## src/rtl/bcd_op_sequencer.sv

```systemverilog
// bcd_op_sequencer
// Digit-serial 4-digit BCD arithmetic controller. On an accepted start it
// latches two BCD operands and an operator, then walks a single-digit BCD
// adder/subtractor over the digits (least significant first, one digit per
// cycle) to perform add, sign-magnitude subtract, or multiply by repeated
// shifted addition.
//
// Ports:
//   clk       system clock, rising edge
//   reset     synchronous active-high reset
//   start     operation request, sampled only while idle
//   clear     synchronous abort, same effect as reset, beats start
//   op        01 add, 10 subtract, 11 multiply, 00 invalid
//   bcd_a     operand A, 4 BCD digits, [15:12] most significant
//   bcd_b     operand B, same format
//   busy      high while an operation is being worked on
//   done      one-cycle pulse when result and flags are valid
//   result    BCD result magnitude, modulo 10000
//   negative  result is negative (subtract only)
//   overflow  true result is >= 10000
//   error     an operand digit was > 9 or op was 00
module bcd_op_sequencer (
  input  logic        clk,
  input  logic        reset,
  input  logic        start,
  input  logic        clear,
  input  logic [1:0]  op,
  input  logic [15:0] bcd_a,
  input  logic [15:0] bcd_b,
  output logic        busy,
  output logic        done,
  output logic [15:0] result,
  output logic        negative,
  output logic        overflow,
  output logic        error
);

  typedef enum logic [2:0] {
    S_IDLE,
    S_ADD,
    S_SUB1,
    S_SUB2,
    S_MUL_SEL,
    S_MUL_ADD,
    S_DONE
  } state_t;

  state_t      state_reg;
  logic [15:0] a_reg;
  logic [15:0] b_reg;
  logic [15:0] acc_reg;
  logic [1:0]  k_reg;      // digit currently being processed
  logic [1:0]  i_reg;      // multiplier digit index
  logic [3:0]  count_reg;  // remaining additions for multiplier digit i
  logic        carry_reg;  // carry or borrow between digits
  logic        ovf_reg;    // sticky multiply overflow

  logic        busy_reg;
  logic        done_reg;
  logic [15:0] result_reg;
  logic        negative_reg;
  logic        overflow_reg;
  logic        error_reg;

  // Single-digit BCD add: returns {carry_out, digit}.
  function automatic logic [4:0] bcd_add(input logic [3:0] x, input logic [3:0] y,
                                         input logic c);
    logic [4:0] s;
    s = {1'b0, x} + {1'b0, y} + {4'd0, c};
    if (s > 5'd9)
      bcd_add = {1'b1, s[3:0] - 4'd10};
    else
      bcd_add = s;
  endfunction

  // Single-digit BCD subtract x - y - borrow: returns {borrow_out, digit}.
  // Operands are <= 9, so bit 4 of the 5-bit difference is the sign.
  function automatic logic [4:0] bcd_sub(input logic [3:0] x, input logic [3:0] y,
                                         input logic c);
    logic [4:0] d;
    d = {1'b0, x} - {1'b0, y} - {4'd0, c};
    if (d[4])
      bcd_sub = {1'b1, d[3:0] + 4'd10};
    else
      bcd_sub = {1'b0, d[3:0]};
  endfunction

  // Digit views of the latched operands and accumulator.
  logic [3:0] a_d   [4];
  logic [3:0] b_d   [4];
  logic [3:0] acc_d [4];
  logic [3:0] in_bad;     // per-digit invalid flags on the live inputs
  logic [3:0] lost_vec;   // nonzero A digits that fall off the top when shifted by i
  logic [15:0] acc_new;   // accumulator with digit k replaced by this cycle's digit

  logic [3:0] res_dig;
  logic       c_out;
  logic       cin;
  logic [1:0] sh_idx;
  logic [3:0] mul_dig;
  logic [3:0] b_sel;
  logic       lost;
  logic       start_bad;

  genvar gi;
  generate
    for (gi = 0; gi < 4; gi++) begin : g_digit
      assign a_d[gi]   = a_reg[4*gi +: 4];
      assign b_d[gi]   = b_reg[4*gi +: 4];
      assign acc_d[gi] = acc_reg[4*gi +: 4];
      assign in_bad[gi] = (bcd_a[4*gi +: 4] > 4'd9) || (bcd_b[4*gi +: 4] > 4'd9);
      // Digit gi of A lands at position gi+i; beyond position 3 it is lost.
      assign lost_vec[gi] = (a_d[gi] != 4'd0) && (({1'b0, i_reg} + 3'(gi)) > 3'd3);
      assign acc_new[4*gi +: 4] = (k_reg == 2'(gi)) ? res_dig : acc_d[gi];
    end
  endgenerate

  assign start_bad = (|in_bad) || (op == 2'b00);
  assign lost      = |lost_vec;
  assign b_sel     = b_d[i_reg];
  assign sh_idx    = k_reg - i_reg;
  // A shifted left i digits: zeros enter below position i.
  assign mul_dig   = (k_reg >= i_reg) ? a_d[sh_idx] : 4'd0;
  // Every multi-digit pass starts with no carry/borrow in.
  assign cin       = (k_reg == 2'd0) ? 1'b0 : carry_reg;

  always_comb begin
    {c_out, res_dig} = 5'd0;
    case (state_reg)
      S_ADD:     {c_out, res_dig} = bcd_add(a_d[k_reg], b_d[k_reg], cin);
      S_SUB1:    {c_out, res_dig} = bcd_sub(a_d[k_reg], b_d[k_reg], cin);
      S_SUB2:    {c_out, res_dig} = bcd_sub(b_d[k_reg], a_d[k_reg], cin);
      S_MUL_ADD: {c_out, res_dig} = bcd_add(acc_d[k_reg], mul_dig, cin);
      default:   {c_out, res_dig} = 5'd0;
    endcase
  end

  always_ff @(posedge clk) begin
    if (reset || clear) begin
      state_reg    <= S_IDLE;
      a_reg        <= 16'h0000;
      b_reg        <= 16'h0000;
      acc_reg      <= 16'h0000;
      k_reg        <= 2'd0;
      i_reg        <= 2'd0;
      count_reg    <= 4'd0;
      carry_reg    <= 1'b0;
      ovf_reg      <= 1'b0;
      busy_reg     <= 1'b0;
      done_reg     <= 1'b0;
      result_reg   <= 16'h0000;
      negative_reg <= 1'b0;
      overflow_reg <= 1'b0;
      error_reg    <= 1'b0;
    end else begin
      case (state_reg)
        S_IDLE: begin
          done_reg <= 1'b0;
          if (start) begin
            a_reg        <= bcd_a;
            b_reg        <= bcd_b;
            acc_reg      <= 16'h0000;
            k_reg        <= 2'd0;
            i_reg        <= 2'd0;
            count_reg    <= 4'd0;
            carry_reg    <= 1'b0;
            ovf_reg      <= 1'b0;
            result_reg   <= 16'h0000;
            negative_reg <= 1'b0;
            overflow_reg <= 1'b0;
            error_reg    <= 1'b0;
            if (start_bad) begin
              // Rejected without any working cycle: straight to the done pulse.
              error_reg <= 1'b1;
              done_reg  <= 1'b1;
              busy_reg  <= 1'b0;
              state_reg <= S_DONE;
            end else begin
              busy_reg <= 1'b1;
              case (op)
                2'b01:   state_reg <= S_ADD;
                2'b10:   state_reg <= S_SUB1;
                default: state_reg <= S_MUL_SEL;
              endcase
            end
          end
        end

        S_ADD: begin
          acc_reg   <= acc_new;
          carry_reg <= c_out;
          k_reg     <= k_reg + 2'd1;
          if (k_reg == 2'd3) begin
            result_reg   <= acc_new;
            overflow_reg <= c_out;
            done_reg     <= 1'b1;
            busy_reg     <= 1'b0;
            state_reg    <= S_DONE;
          end
        end

        S_SUB1: begin
          acc_reg   <= acc_new;
          carry_reg <= c_out;
          k_reg     <= k_reg + 2'd1;
          if (k_reg == 2'd3) begin
            if (c_out) begin
              // A < B: redo as B - A and report the sign.
              state_reg <= S_SUB2;
            end else begin
              result_reg <= acc_new;
              done_reg   <= 1'b1;
              busy_reg   <= 1'b0;
              state_reg  <= S_DONE;
            end
          end
        end

        S_SUB2: begin
          acc_reg   <= acc_new;
          carry_reg <= c_out;
          k_reg     <= k_reg + 2'd1;
          if (k_reg == 2'd3) begin
            result_reg   <= acc_new;
            negative_reg <= 1'b1;
            done_reg     <= 1'b1;
            busy_reg     <= 1'b0;
            state_reg    <= S_DONE;
          end
        end

        S_MUL_SEL: begin
          if (b_sel == 4'd0) begin
            if (i_reg == 2'd3) begin
              result_reg   <= acc_reg;
              overflow_reg <= ovf_reg;
              done_reg     <= 1'b1;
              busy_reg     <= 1'b0;
              state_reg    <= S_DONE;
            end else begin
              i_reg <= i_reg + 2'd1;
            end
          end else begin
            count_reg <= b_sel;
            k_reg     <= 2'd0;
            carry_reg <= 1'b0;
            ovf_reg   <= ovf_reg | lost;
            state_reg <= S_MUL_ADD;
          end
        end

        S_MUL_ADD: begin
          acc_reg   <= acc_new;
          carry_reg <= c_out;
          k_reg     <= k_reg + 2'd1;
          if (k_reg == 2'd3) begin
            ovf_reg <= ovf_reg | c_out;
            if (count_reg == 4'd1) begin
              count_reg <= 4'd0;
              if (i_reg == 2'd3) begin
                // Last addition of the top digit: no further selection needed.
                result_reg   <= acc_new;
                overflow_reg <= ovf_reg | c_out;
                done_reg     <= 1'b1;
                busy_reg     <= 1'b0;
                state_reg    <= S_DONE;
              end else begin
                i_reg     <= i_reg + 2'd1;
                state_reg <= S_MUL_SEL;
              end
            end else begin
              count_reg <= count_reg - 4'd1;
            end
          end
        end

        S_DONE: begin
          done_reg  <= 1'b0;
          state_reg <= S_IDLE;
        end

        default: begin
          state_reg <= S_IDLE;
        end
      endcase
    end
  end

  assign busy     = busy_reg;
  assign done     = done_reg;
  assign result   = result_reg;
  assign negative = negative_reg;
  assign overflow = overflow_reg;
  assign error    = error_reg;

endmodule

```

## config.mk

```make
export PLATFORM = sky130hd
export DESIGN_NAME = bcd_op_sequencer
export DESIGN_NICKNAME = d
export VERILOG_FILES = /design/src/rtl/bcd_op_sequencer.sv
export SDC_FILE = /design/constraint.sdc
export NUM_CORES = 1
export LEC_CHECK = 0
export CAP_MARGIN = 30
export CORE_MARGIN = 8
export CORE_UTILIZATION = 30
export DETAILED_ROUTE_END_ITERATION = 6
export PLACE_DENSITY = 0.57
export SYNTH_ARGS = -nofsm -noshare
export SYNTH_HDL_FRONTEND = slang
export SYNTH_SLANG_ARGS = --single-unit
```

## constraint.sdc

```tcl
create_clock -name clk -period 6.4 [get_ports clk]
set_clock_uncertainty 0.05 [all_clocks]
set_input_delay 1.6 -clock clk [delete_from_list [all_inputs] [get_ports clk]]
set_output_delay 1.6 -clock clk [all_outputs]
set_load 0.005 [all_outputs]
```

==> impl_metrics.env <==
export IMPL_outcome="finished, final reports clean"
export IMPL_maxCapViolCount=0
export IMPL_yosysWarnings=0
export IMPL_drc=0
export IMPL_critPathKind="reg -> reg"
export IMPL_initial_core_util_pct=30.4
export IMPL_clock_latency_ps=350
export IMPL_ys_flop_type="dfxtp_1"
export IMPL_path_buf_inv=0
export IMPL_syn_inst=693
export IMPL_cts_max_path_buffers=2
export IMPL_cts_root_buf="clkbuf_16"
export IMPL_wl_mm=16.2
export IMPL_wl_per_cell_um=16.6
export IMPL_grt_max_degree=69
export IMPL_reg2reg_from="i_reg[0]"
export IMPL_grt_pass1_vias=4930
export IMPL_gr_total_overflow=0
export IMPL_required_ps=6540
export IMPL_power_density_nw_per_um2=235
export IMPL_hold_buffers=0
export IMPL_hold_class="reg -> reg"
export IMPL_routabilityCongestion=0.838
export IMPL_slew_viol_final=0
export IMPL_antennaDiodeCount=0
export IMPL_vias=5152
export IMPL_use_met3_pct=2.11
export IMPL_synth_edf_count=0
export IMPL_slowest_delay_ps=620
export IMPL_startpoint_type="flip-flop"
export IMPL_synth_distinct_cells=66
export IMPL_setup_tns_ps=0
export IMPL_synth_top_cell_by_area="dfxtp_1"
export IMPL_viasPerCell=5.29
export IMPL_cts_max_level=3
export IMPL_die_x_um=153
export IMPL_core_rowCount=50
export IMPL_fin_crit_ps=4830
export IMPL_die_h_um=153
export IMPL_core_area_um2=18600
export IMPL_synth_nets=776
export IMPL_cts_buffers=9
export IMPL_grtUsageTotal_pct=13.7
export IMPL_drt_iter0_markers=268
export IMPL_final_nets=817
export IMPL_hold_viol=0
export IMPL_p_leak_nw=2.47
export IMPL_path_delay_family="adder cells"
export IMPL_synth_area_leaders="dfxtp_1, nand2_1, ha_1, mux4_2, a21oi_1"
export IMPL_period_share_pct=75.4
export IMPL_startpoint="i_reg[0]"
export IMPL_ys_seq_area_share_pct=29.0
export IMPL_syn_cell_area_um2=5650
export IMPL_dp_hpwl_mm=12.2
export IMPL_clkSlewWorstSetupHoldPaths_ps=60
export IMPL_holdCritStartpoint="b_reg[9]"
export IMPL_use_met1_pct=18.0
export IMPL_worst_pin_slew_ps=887
export IMPL_fmax_mhz=207
export IMPL_die_area_um2=23500
export IMPL_drive_above_1_share_pct=8.25
export IMPL_crit_arrival_ps=4970
export IMPL_first_pass_iters=5
export IMPL_area_growth_pct=19.9
export IMPL_port_buffers=58
export IMPL_post_cts_buffers=0
export IMPL_numPlacedInstances=957
export IMPL_ys_ff_latch=82
export IMPL_avgSynthCellArea_um2=8.16
export IMPL_pin_count=59
export IMPL_vdd_drop_max_mv=0.120
export IMPL_synth_most_common_cell="nand2_1"
export IMPL_hold_slack_ps=420
export IMPL_rsz0062_at_grt="false"
export IMPL_crit_slowest_cell="dfxtp_1"
export IMPL_grt_pass1_wl_mm=26.2
export IMPL_clock_sinks=82
export IMPL_path_common_cell="fa_1"
export IMPL_slew_headroom_pct=40.2
export IMPL_tritoncts="yes"
export IMPL_synth_async_reset_ratio_pct=0
export IMPL_worstPathCellList="ha_1 -> fa_1 -> mux4_2 -> nand2_1 -> fa_1 -> fa_1 -> xor2_1 -> ha_1 -> a22oi_1 -> a311o_1 -> xnor2_1 -> nor2b_1 -> o31ai_1 -> a21oi_1"
export IMPL_final_antenna_net_count=0
export IMPL_stdcell_count=973
export IMPL_antenna_found_initial=0
export IMPL_met2_usage_pct=22.3
export IMPL_synth_common_cells="nand2_1, dfxtp_1, a21oi_1"
export IMPL_synth_top_area_share_pct=29.0
export IMPL_worst_setup_path_end_kind="flip-flop"
export IMPL_cts_repair_resized=0
export IMPL_cp_max_fo=11
export IMPL_finalSetupViolations=0
export IMPL_top_usage_layer="met2"
-- final timing paths --
path / to / slack, ps / cells after the start
min: b_reg[9] / 420 / 2
max: acc_reg[13] / 1570 / 14
max reg2reg: acc_reg[13] / 1570 / 14
min reg2reg: b_reg[9] / 420 / 2
-- per-layer routing --
metal	up-vias	routed length, µm
met3	22	783
met5	-	0
li1	2562	-
met1	2417	7600
met4	0	289
met2	151	7530
-- worst reg2reg max path: stages, from the launching register on --
cell,delay [ps]
dfxtp_1,620
ha_1,260
fa_1,520
mux4_2,370
nand2_1,70
fa_1,430
fa_1,420
xor2_1,370
ha_1,280
a22oi_1,110
a311o_1,440
xnor2_1,140
nor2b_1,170
o31ai_1,310
a21oi_1,120
-- metrics by stage --
| step | worst slack [ps] | cell area, µm² | power, W | utilization (%) |
|---|---|---|---|---|
| CTS | 1540 | 6780 | 0.00161 | 36.5 |
| detailed placement | 1560 | 6460 | 0.00104 | 34.7 |
| finish | 1570 | 6780 | 0.00160 | 36.5 |
| global placement | 1630 | 6410 | 0.00104 | 34.5 |
| global route | 1200 | 6780 | 0.00168 | 36.5 |
| floorplan | 1410 | 5650 | 0.000892 | - |
-- area by class of cell --
| type | instances | area (µm²) |
|---|---|---|
| fillers | 1922 | 11800 |
| well taps | 234 | 293 |
| clock inverters | 4 | 57.6 |
| inverters | 37 | 139 |
| multi-input cells | 536 | 3700 |
| repair buffers | 68 | 679 |
| flip-flops and latches | 82 | 1640 |
| clock buffers | 12 | 267 |
-- placed cells by master, fill, tap and decap left out, types with 5 or more instances in the layout --
master           synthesis  routed
nand2_1                117     117
dfxtp_1                 82      82
a21oi_1                 72      72
clkdlybuf4s50_1          0      58
nor2_1                  42      42
inv_1                   36      36
o21ai_0                 36      36
ha_1                    35      35
a31oi_1                 20      20
mux4_2                  19      19
nor3_1                  14      14
o21ai_1                 13      13
nor2b_1                 12      12
nand2b_1                11      11
a22oi_1                 10      10
fa_1                    10      10
clkbuf_16                0       9
xnor2_1                  8       8
and2_1                   8       8
nand4_1                  8       8
a211oi_1                 8       8
buf_4                    0       8
nand3_1                  7       7
mux2i_1                  6       6
xor2_1                   5       5
nor4_1                   5       5
o31ai_1                  5       5
a21o_1                   5       5
-- kinds of logic (layout without fill, tap and decap cells) --
group	count (synthesis)	in the layout	share of synthesized area, %
mux	26	26	8.83
xor+xnor	13	13	2.01
buf+inv	75	121	5.44
compound gates	207	207	23.1
fa+ha+maj	45	45	11.3
simple gates	245	245	20.3
flops	82	82	29.0
-- power by group --
group / internal [W] / switching, W
clock network: 0.000338 / 0.000226
registers: 0.000537 / 0.0000272
logic: 0.000190 / 0.000278
total: 0.00107 / 0.000531
Note: power is estimated with default switching activity, not from simulation.
